### src/rtl/cpu_pkg.sv
// Shared types and encodings for the Thumb-subset core sequencer.
package cpu_pkg;

   typedef enum logic [2:0] {
      ST_FETCH   = 3'd0,
      ST_DECODE  = 3'd1,
      ST_EXECUTE = 3'd2,
      ST_MEM     = 3'd3,
      ST_WB      = 3'd4,
      ST_FAULT   = 3'd5
   } state_e;

   // PC source select as produced by the decoder
   localparam logic [1:0] BR_LINK   = 2'b00;
   localparam logic [1:0] BR_COND   = 2'b01;
   localparam logic [1:0] BR_UNCOND = 2'b10;
   localparam logic [1:0] BR_NEXT   = 2'b11;

   // NZCV bit positions
   localparam int FLAG_N = 3;
   localparam int FLAG_Z = 2;
   localparam int FLAG_C = 1;
   localparam int FLAG_V = 0;

   // Decoder control word captured once per instruction
   typedef struct packed {
      logic       reg_write;
      logic       mem_write;
      logic       mem_read;
      logic       noop;
      logic       br_ex;
      logic [3:0] keep_flags;
      logic [1:0] br_sel;
   } ctrl_t;

   // Per-flag select: masked bits take the ALU result, the rest hold
   function automatic logic [3:0] merge_flags(input logic [3:0] old_f,
                                              input logic [3:0] new_f,
                                              input logic [3:0] mask);
      logic [3:0] r;
      r[FLAG_N] = mask[FLAG_N] ? new_f[FLAG_N] : old_f[FLAG_N];
      r[FLAG_Z] = mask[FLAG_Z] ? new_f[FLAG_Z] : old_f[FLAG_Z];
      r[FLAG_C] = mask[FLAG_C] ? new_f[FLAG_C] : old_f[FLAG_C];
      r[FLAG_V] = mask[FLAG_V] ? new_f[FLAG_V] : old_f[FLAG_V];
      return r;
   endfunction

endpackage

### src/rtl/mem_wait_timer.sv
// Wait-cycle counter for memory handshakes. Counts cycles with a pending
// request and no ack; flags the cycle in which the count would reach TIMEOUT.
module mem_wait_timer #(
   parameter int TIMEOUT = 16
) (
   input  logic clk,
   input  logic rst_n,
   input  logic clr,
   input  logic en,
   output logic timeout
);

   localparam int CW = (TIMEOUT < 2) ? 1 : $clog2(TIMEOUT + 1);
   localparam logic [CW-1:0] LAST = CW'(TIMEOUT - 1);
   localparam bit CHECK_ON = (TIMEOUT != 0);

   logic [CW-1:0] cnt_q;
   logic [CW-1:0] cnt_d;

   // Next count: clear wins over counting
   always_comb begin
      cnt_d = cnt_q;
      if (clr) begin
         cnt_d = '0;
      end else if (en) begin
         cnt_d = cnt_q + 1'b1;
      end
   end

   // Count register
   always_ff @(posedge clk or negedge rst_n) begin
      if (!rst_n) begin
         cnt_q <= '0;
      end else begin
         cnt_q <= cnt_d;
      end
   end

   // Expiry is only meaningful while still waiting, so an ack always wins
   always_comb begin
      timeout = CHECK_ON && en && !clr && (cnt_q == LAST);
   end

endmodule

### src/rtl/cpu_sequencer.sv
// Multi-cycle instruction sequencer: fetch/decode/execute/mem/writeback,
// memory handshakes, NZCV flags and single-cycle architectural write strobes.
//
// state      | meaning
// -----------+-----------------------------------------------------------
// ST_FETCH   | imem_req high; ack loads IR and moves on
// ST_DECODE  | one cycle; decoder outputs captured into ctrl_q
// ST_EXECUTE | one cycle; masked flag update from the ALU
// ST_MEM     | dmem_req high until ack (loads/stores only)
// ST_WB      | one cycle; register file and PC write strobes, count retire
// ST_FAULT   | memory ack timed out; everything quiet until reset
module cpu_sequencer
   import cpu_pkg::*;
#(
   parameter int TIMEOUT = 16,
   parameter int CNT_W   = 32
) (
   input  logic             clk,
   input  logic             reset,
   output logic             imem_req,
   input  logic             imem_ack,
   output logic             ir_load,
   input  logic             dec_reg_write,
   input  logic             dec_mem_write,
   input  logic             dec_mem_read,
   input  logic             dec_noop,
   input  logic             dec_br_ex,
   input  logic [3:0]       dec_keep_flags,
   input  logic [1:0]       dec_br_sel,
   input  logic [3:0]       alu_flags,
   output logic [3:0]       flags_q,
   output logic             dmem_req,
   output logic             dmem_we,
   input  logic             dmem_ack,
   output logic             rf_we,
   output logic             pc_we,
   output logic [1:0]       pc_sel,
   output logic             pc_from_reg,
   output logic             halted,
   output logic [CNT_W-1:0] instr_count
);

   state_e           state_q;
   state_e           state_d;
   ctrl_t            ctrl_q;
   ctrl_t            ctrl_d;
   logic [3:0]       flags_d;
   logic [CNT_W-1:0] instr_count_q;
   logic [CNT_W-1:0] instr_count_d;

   logic             in_fetch;
   logic             in_mem;
   logic             mem_access;
   logic [3:0]       keep_eff;
   logic             wait_clr;
   logic             wait_en;
   logic             wait_timeout;

   // Noop suppresses memory traffic and flag updates regardless of decoder bits
   always_comb begin
      in_fetch   = (state_q == ST_FETCH);
      in_mem     = (state_q == ST_MEM);
      mem_access = (ctrl_q.mem_read | ctrl_q.mem_write) & ~ctrl_q.noop;
      keep_eff   = ctrl_q.noop ? 4'b0000 : ctrl_q.keep_flags;
      wait_clr   = ~(in_fetch | in_mem);
      wait_en    = (in_fetch & ~imem_ack) | (in_mem & ~dmem_ack);
   end

   mem_wait_timer #(
      .TIMEOUT (TIMEOUT)
   ) u_wait (
      .clk     (clk),
      .rst_n   (reset),
      .clr     (wait_clr),
      .en      (wait_en),
      .timeout (wait_timeout)
   );

   // Next-state, control capture, flag merge and retire count
   always_comb begin
      state_d       = state_q;
      ctrl_d        = ctrl_q;
      flags_d       = flags_q;
      instr_count_d = instr_count_q;
      case (state_q)
         ST_FETCH: begin
            if (imem_ack) begin
               state_d = ST_DECODE;
            end else if (wait_timeout) begin
               state_d = ST_FAULT;
            end
         end
         ST_DECODE: begin
            ctrl_d.reg_write  = dec_reg_write;
            ctrl_d.mem_write  = dec_mem_write;
            ctrl_d.mem_read   = dec_mem_read;
            ctrl_d.noop       = dec_noop;
            ctrl_d.br_ex      = dec_br_ex;
            ctrl_d.keep_flags = dec_keep_flags;
            ctrl_d.br_sel     = dec_br_sel;
            state_d           = ST_EXECUTE;
         end
         ST_EXECUTE: begin
            flags_d = merge_flags(flags_q, alu_flags, keep_eff);
            state_d = mem_access ? ST_MEM : ST_WB;
         end
         ST_MEM: begin
            if (dmem_ack) begin
               state_d = ST_WB;
            end else if (wait_timeout) begin
               state_d = ST_FAULT;
            end
         end
         ST_WB: begin
            instr_count_d = instr_count_q + 1'b1;
            state_d       = ST_FETCH;
         end
         ST_FAULT: begin
            state_d = ST_FAULT;
         end
         default: begin
            state_d = ST_FETCH;
         end
      endcase
   end

   // Sequencer state registers
   always_ff @(posedge clk or negedge reset) begin
      if (!reset) begin
         state_q       <= ST_FETCH;
         ctrl_q        <= '0;
         flags_q       <= 4'b0000;
         instr_count_q <= '0;
      end else begin
         state_q       <= state_d;
         ctrl_q        <= ctrl_d;
         flags_q       <= flags_d;
         instr_count_q <= instr_count_d;
      end
   end

   // Strobes decode straight from the state flop so they are glitch-free and
   // fall as soon as reset clears the state
   always_comb begin
      imem_req    = 1'b0;
      ir_load     = 1'b0;
      dmem_req    = 1'b0;
      dmem_we     = 1'b0;
      rf_we       = 1'b0;
      pc_we       = 1'b0;
      pc_sel      = BR_LINK;
      pc_from_reg = 1'b0;
      case (state_q)
         ST_FETCH: begin
            imem_req = 1'b1;
            ir_load  = imem_ack;
         end
         ST_MEM: begin
            dmem_req = ~ctrl_q.noop;
            dmem_we  = ctrl_q.mem_write & ~ctrl_q.noop;
         end
         ST_WB: begin
            rf_we       = ctrl_q.reg_write & ~ctrl_q.noop;
            pc_we       = 1'b1;
            pc_sel      = ctrl_q.noop ? BR_NEXT : ctrl_q.br_sel;
            pc_from_reg = ctrl_q.br_ex & ~ctrl_q.noop;
         end
         default: begin
         end
      endcase
   end

   always_comb begin
      halted      = (state_q == ST_FAULT);
      instr_count = instr_count_q;
   end

endmodule

### config.mk
export PLATFORM = sky130hd
export DESIGN_NAME = cpu_sequencer
export DESIGN_NICKNAME = d
export VERILOG_FILES = /design/src/rtl/cpu_pkg.sv /design/src/rtl/mem_wait_timer.sv /design/src/rtl/cpu_sequencer.sv
export SDC_FILE = /design/constraint.sdc
export NUM_CORES = 1
export LEC_CHECK = 0
export ABC_AREA = 1
export CORE_UTILIZATION = 45
export CTS_CLUSTER_SIZE = 16
export DETAILED_ROUTE_END_ITERATION = 16
export PLACE_DENSITY = 0.85
export SETUP_SLACK_MARGIN = 0.15
export SYNTH_ARGS = -nofsm -noshare
export SYNTH_HDL_FRONTEND = slang
export SYNTH_SLANG_ARGS = --single-unit
### constraint.sdc
create_clock -name clk -period 1.3 [get_ports clk]
set_input_delay 0.195 -clock clk [delete_from_list [all_inputs] [get_ports clk]]
set_output_delay 0.195 -clock clk [all_outputs]
set_load 0.05 [all_outputs]
# ---- After elaboration in Yosys (flattened, before gate mapping)
# Cells that the tools add are included.
dict set report totals {
  regBits 55
  latchBits 0
  ram_bits 0
  rom_bits 0
  input_bits 19
  out_inout_bits 46
  elab_cells 59
  n_memories 0
}
dict set report op_classes {
  add_sub_neg 2
  n_mul 0
  n_div 0
  order_cmp 0
  eq_ne 7
  shift 0
  n_mux 17
  n_bitwise 12
  n_reduce_logical 7
}
# cell count
set ops {}
lappend ops {{32-bit by 1-bit adder with 32-bit output, second input constant} 1}
lappend ops {{3-bit one-hot mux with 5 select lines} 1}
lappend ops {{3-bit two-way mux} 4}
lappend ops {{5-bit two-way mux} 2}
lappend ops {{2-bit AND reduction} 4}
lappend ops {{1-bit two-way mux} 7}
lappend ops {{1-bit AND} 6}
lappend ops {{3-bit by 2-bit equality test with 1-bit output, second input constant} 2}
lappend ops {{3-bit equality test, second input constant} 2}
lappend ops {{5-bit by 1-bit adder with 5-bit output, second input constant} 1}
lappend ops {{5-bit by 4-bit equality test with 1-bit output, second input constant} 1}
lappend ops {{2-bit two-way mux} 2}
lappend ops {{4-bit two-way mux} 1}
lappend ops {{3-bit by 1-bit equality test with 1-bit output, second input constant} 1}
lappend ops {{3-bit zero test} 1}
lappend ops {{1-bit inverter} 3}
lappend ops {{1-bit OR} 3}
lappend ops {{1-bit logical AND} 2}
lappend ops {{2-bit by 1-bit != test with 1-bit output, second input constant} 1}

# ---- Longest topological paths before layout
dict set report logic_depth {
  depth_word 8
  ltp_mapped 10
  depth_no_buf 10
}

# ---- By module
# Synthesis repeated with hierarchy kept, for this count alone.
dict set report unflattened {
  hier_cells 350
  area_unflattened_um2 2927.8
}
# module n_inst cells_each area_per_inst_um2 seq_area_each_um2
set by_module_without_submodules {}
lappend by_module_without_submodules {cpu_sequencer 1 317 2668.8 1251.2}
lappend by_module_without_submodules {mem_wait_timer 1 33 259.0 125.1}

# ---- Worst setup path after synthesis
# No wires, ideal clock.
dict set report synth_path {
  path_type {flip-flop to flip-flop}
  from {reg state_q[2]}
  to {reg state_q[2]}
  setup_ns 0.071
  t_arrival_ns 1.973
  required_time_ns 1.229
  slack_ns -0.744
  stages_incl_launch_ff 5
  n_path_buf 0
  synth_period_minus_slack_ns 2.044
  path_cell_list {dfrtp_1 inv_1 nor3_1 nor3_1 nand2_1}
}
dict set report synth_via {
  elab_cells_between_ends 15
  classes_between {eq/ne (4); mux (4); bitwise (4); reduce/logical (3)}
}
# item line
set synth_lines {}
lappend synth_lines {{start: declaration} cpu_sequencer.sv:43} ;# state_e state_q;
lappend synth_lines {{start signal: assignment} cpu_sequencer.sv:135} ;# state_q <= state_d;
lappend synth_lines {{3-bit equality test} -}
lappend synth_lines {{via halted} cpu_sequencer.sv:39} ;# output logic halted,
lappend synth_lines {{3-bit one-hot mux with 5 select lines} cpu_sequencer.sv:85} ;# case (state_q)
lappend synth_lines {{via state_d[2]} cpu_sequencer.sv:44} ;# state_e state_d;
# The timed path passes the listed nets, and every way through them passes these cells.
# A chain may end at the register's enable or synchronous reset.

# ---- Final worst setup path
dict set report layout_path {
  from {reg instr_count_q[2], in the netlist instr_count[2]}
  to {reg instr_count_q[28], in the netlist instr_count[28]}
}
dict set report layout_via {
  elab_chain_cells 1
}
# item line
set layout_rtl {}
lappend layout_rtl {{start: declaration} cpu_sequencer.sv:48} ;# logic [CNT_W-1:0] instr_count_q;
lappend layout_rtl {{start signal: assignment} cpu_sequencer.sv:138} ;# instr_count_q <= instr_count_d;
lappend layout_rtl {{32-bit by 1-bit adder with 32-bit output} cpu_sequencer.sv:115} ;# instr_count_d = instr_count_q + 1'b1;
# No other way between the ends.

==> results.rst <==
.. list-table::
   :header-rows: 1

   * - Metric
     - Value
   * - Largest net degree at the start of global routing
     - 22
   * - Number of core rows
     - 28
   * - Antenna violations before repair
     - 0
   * - Clk root buf
     - sky130_fd_sc_hd__clkbuf_8
   * - Headroom to the max-slew limit
     - 65.7%
   * - CTS H-Tree Depth
     - 2
   * - Crit end category
     - flop
   * - Post-Synthesis Cells
     - 341
   * - Layout overhead on the synthesized area
     - 99.7%
   * - Mapped Area
     - 0.00289 mm²
   * - Unrepaired setup endpoints after global routing
     - yes
   * - Outcome
     - finished, violations left
   * - Total global-route track usage
     - 38.3%
   * - Detail Route Antenna Nets
     - 0
   * - CP Launch Type
     - flop
   * - CTS tree
     - built
   * - Power per cell area
     - 1450 mW/mm²
   * - Vias in the first global route
     - 3570
   * - Yosys warnings
     - 0
   * - Worst Setup Slack, final
     - -519 ps
   * - Buffer depth of the longest clock path
     - 2
   * - Count of final setup violators
     - 64
   * - Share of synthesized area occupied by flip-flops and latches
     - 47.6%
   * - Failing checks
     - negative setup slack
   * - Number of endpoints with negative hold slack in the final report
     - 0
   * - Total Routed Length
     - 16100 µm
   * - Setup crit start
     - instr_count[2]$_DFFE_PN0P_
   * - Final estimated routing congestion in global placement
     - 0.870
   * - Max-capacitance violation count
     - 0
   * - Clock slew seen by the registers of the worst setup and hold paths
     - 110 ps
   * - Remaining Overflow, GRT
     - 0
   * - Post-detail-place hpwl
     - 6480 µm
   * - Initial cell density of the core
     - 47.7%
   * - Syn Area/Cell
     - 8.48 µm²
   * - Core ar.
     - 0.00606 mm²
   * - Required arrival time at the worst endpoint
     - 1510 ps
   * - Source of the worst register-to-register timing path
     - instr_count[2]$_DFFE_PN0P_
   * - Register area
     - 0.00141 mm²
   * - Leakage Power
     - 2.86 nW
   * - Post-Route Skew
     - 5.70 ps
   * - Clock network latency to the later pin of the worst-skew pair
     - 320 ps
   * - Period Utilization, post-route
     - 140%
   * - FF+latch count, synth
     - 55
   * - Vias
     - 3729
   * - Fill cell instance count of the final layout
     - 148
   * - Arrival time worst endpoint
     - 2030 ps
   * - Highest net fanout along the worst path
     - 5
   * - Highest clock frequency the design can meet
     - 0.550 GHz
   * - Die footprint
     - 0.00675 mm²
   * - ANT cells
     - 0
   * - Number of DRC markers after the initial detailed-route iteration
     - 639
   * - Net total in the final layout
     - 546
   * - Utilization of the core after routing
     - 95.3%
   * - Fraction of final layout cells with drive strength greater than 1
     - 57.9%
   * - Number of slew-limit violations in the final report
     - 0
   * - Chip Height
     - 82.2 µm
   * - Min cycle time layout
     - 1820 ps
   * - Number of buffers created by CTS
     - 5
   * - Worst min-delay path class
     - in -> async
   * - Crit Path Class
     - reg -> reg
   * - Count of unique library cells instantiated by Yosys
     - 27
   * - Clock net sink count
     - 55
   * - Number of remaining DRC errors
     - 0
   * - Top Ports
     - 65
   * - Net count after synthesis
     - 363
   * - IO buf count
     - 64
   * - WHS
     - 347 ps
   * - First-pass GRT wire length
     - 18600 µm
   * - Via-to-Cell Ratio
     - 6.22
   * - Die X
     - 82.2 µm
   * - Wirelength per Cell
     - 26.8 µm
   * - Multi-input logic area
     - 0.00178 mm²
   * - Transition time at the pin with the least slew margin
     - 510 ps
   * - Peak ir drop on the vdd network
     - 1.73 mV
   * - First-pass DRT Iterations
     - 6
routing by layer:
| metal | routed length [µm] | vias up | GRT usage [%] |
|---|---|---|---|
| met5 | 0 | - | 0 |
| met4 | 1740 | 0 | 23.2 |
| met3 | 1700 | 185 | 7.91 |
| met2 | 7610 | 389 | 66.7 |
| met1 | 5030 | 1732 | 43.0 |
| li1 | - | 1423 | - |
repair_timing:
| item | 4_1_cts | 5_1_grt |
|---|---|---|
| endpoints found under the hold margin | 14 | 0 |
| pin swaps | 21 | 20 |
| endpoints found under the setup margin | 95 | 96 |
| cloned | 1 | 0 |
| hold buffers | 1 | 0 |
| setup buffers | 44 | 9 |
| resized for setup | 69 | 45 |
worst max-delay path, stage by stage (launching register included):
cell,delay [ps]
sky130_fd_sc_hd__dfrtp_2,460
sky130_fd_sc_hd__nand2_1,240
sky130_fd_sc_hd__inv_1,160
sky130_fd_sc_hd__nand2_2,130
sky130_fd_sc_hd__nor2_8,210
sky130_fd_sc_hd__nand2_4,110
sky130_fd_sc_hd__nor2_4,150
sky130_fd_sc_hd__nand2_1,100
sky130_fd_sc_hd__nand2_1,90
sky130_fd_sc_hd__nand2_1,60
registers in the layout, summed over array words and instances (netlist names):
register / flops
ctrl_q: 11
flags_q: 4
u_wait.cnt_q: 5
instr_count: 32
state_q: 3
synth_stat cells:
master	count	area share, %
sky130_fd_sc_hd__ha_1	3	1.3
sky130_fd_sc_hd__inv_1	51	6.6
sky130_fd_sc_hd__nand2_2	6	1.3
sky130_fd_sc_hd__a21oi_1	6	1.0
sky130_fd_sc_hd__a31oi_1	4	0.87
sky130_fd_sc_hd__nand2_4	5	1.9
sky130_fd_sc_hd__nor4_1	1	0.22
sky130_fd_sc_hd__o21ai_1	2	0.35
sky130_fd_sc_hd__nor2_4	4	1.6
sky130_fd_sc_hd__nor3_1	6	1.0
sky130_fd_sc_hd__dfrtp_1	55	48
sky130_fd_sc_hd__mux2_2	10	3.9
sky130_fd_sc_hd__nor2_1	40	5.2
sky130_fd_sc_hd__nand3b_1	2	0.52
sky130_fd_sc_hd__inv_2	1	0.13
sky130_fd_sc_hd__xnor2_1	15	4.5
sky130_fd_sc_hd__inv_4	1	0.22
sky130_fd_sc_hd__nand4_1	4	0.87
sky130_fd_sc_hd__o21ai_2	1	0.30
sky130_fd_sc_hd__o31ai_1	1	0.26
sky130_fd_sc_hd__buf_4	1	0.26
sky130_fd_sc_hd__nand2_1	80	10
sky130_fd_sc_hd__xor2_1	9	2.7
sky130_fd_sc_hd__nor2_2	5	1.1
sky130_fd_sc_hd__nand3_1	26	4.5
sky130_fd_sc_hd__nor2_8	1	0.69
sky130_fd_sc_hd__nand3_4	1	0.61
final cells by class:
type / count / share of cell area [%]
clock inverters: 3 / 0.325
multi-input cells: 232 / 30.8
flip-flops and latches: 55 / 24.4
inverters: 53 / 3.75
repair buffers: 177 / 37.9
well taps: 75 / 1.63
clock buffers: 5 / 1.19
cell usage in the layout (no fill, tap or decap), types with 2 or more instances in the layout:
cell type / netlist / layout
sky130_fd_sc_hd__a21oi_2: 0 / 5
sky130_fd_sc_hd__a31oi_1: 4 / 4
sky130_fd_sc_hd__buf_12: 0 / 50
sky130_fd_sc_hd__buf_4: 1 / 63
sky130_fd_sc_hd__buf_6: 0 / 43
sky130_fd_sc_hd__clkbuf_8: 0 / 5
sky130_fd_sc_hd__clkdlybuf4s50_1: 0 / 17
sky130_fd_sc_hd__clkinv_2: 0 / 2
sky130_fd_sc_hd__dfrtp_1: 55 / 28
sky130_fd_sc_hd__dfrtp_2: 0 / 27
sky130_fd_sc_hd__ha_2: 0 / 2
sky130_fd_sc_hd__inv_1: 51 / 43
sky130_fd_sc_hd__inv_2: 1 / 6
sky130_fd_sc_hd__inv_4: 1 / 2
sky130_fd_sc_hd__inv_6: 0 / 2
sky130_fd_sc_hd__mux2_2: 10 / 10
sky130_fd_sc_hd__nand2_1: 80 / 68
sky130_fd_sc_hd__nand2_2: 6 / 12
sky130_fd_sc_hd__nand2_4: 5 / 10
sky130_fd_sc_hd__nand3_1: 26 / 16
sky130_fd_sc_hd__nand3_2: 0 / 5
sky130_fd_sc_hd__nand3_4: 1 / 6
sky130_fd_sc_hd__nand3b_1: 2 / 2
sky130_fd_sc_hd__nand4_1: 4 / 4
sky130_fd_sc_hd__nor2_1: 40 / 23
sky130_fd_sc_hd__nor2_2: 5 / 4
sky130_fd_sc_hd__nor2_4: 4 / 22
sky130_fd_sc_hd__nor3_2: 0 / 2
sky130_fd_sc_hd__nor3_4: 0 / 3
sky130_fd_sc_hd__o21ai_2: 1 / 3
sky130_fd_sc_hd__xnor2_1: 15 / 4
sky130_fd_sc_hd__xnor2_2: 0 / 11
sky130_fd_sc_hd__xor2_1: 9 / 7
sky130_fd_sc_hd__xor2_2: 0 / 2
final timing paths:
check	end	slack, ps	cells past startpoint
worst max-delay path	instr_count[28]$_DFFE_PN0P_	-520	9
worst min-delay path	ctrl_q[4]$_DFFE_PN0P_	350	2
worst max register to register	instr_count[28]$_DFFE_PN0P_	-520	9
worst min register to register	flags_q[1]$_DFFE_PN0P_	510	1
max in group asynchronous	instr_count[12]$_DFFE_PN0P_	460	3
min in group clk	flags_q[2]$_DFFE_PN0P_	440	3
where the power goes:
| group | internal [W] | switching [W] |
|---|---|---|
| registers | 0.00209 | 0.000512 |
| clock network | 0.000382 | 0.000628 |
| logic | 0.00224 | 0.00250 |
stage by stage:
stage	setup WS [ps]	std cells	setup TNS, ps	total power [W]	instance area, µm²
after floorplan	-193	341	-3580	0.00429	3120
after global placement	-52.2	537	-275	0.00574	4770
after detailed placement	-190	537	-2420	0.00593	4770
after CTS	-319	591	-7950	0.00757	5510
after global routing	-808	600	-25690	0.00866	5770
final	-519	600	-21740	0.00836	5770
logic make-up (layout without fill, tap and decap cells):
family	count (synthesis)	in the layout	share of synthesized area, %
XOR/XNOR	24	24	7.27
adder cells (fa/ha/maj)	3	3	1.30
buffers and inverters	54	238	7.23
AND/OR/NAND/NOR	181	181	29.9
flip-flops	55	55	47.6
AO/OA/AOI/OAI	14	14	2.81
multiplexers	10	10	3.89
Note: power is estimated with default switching activity, not from simulation.
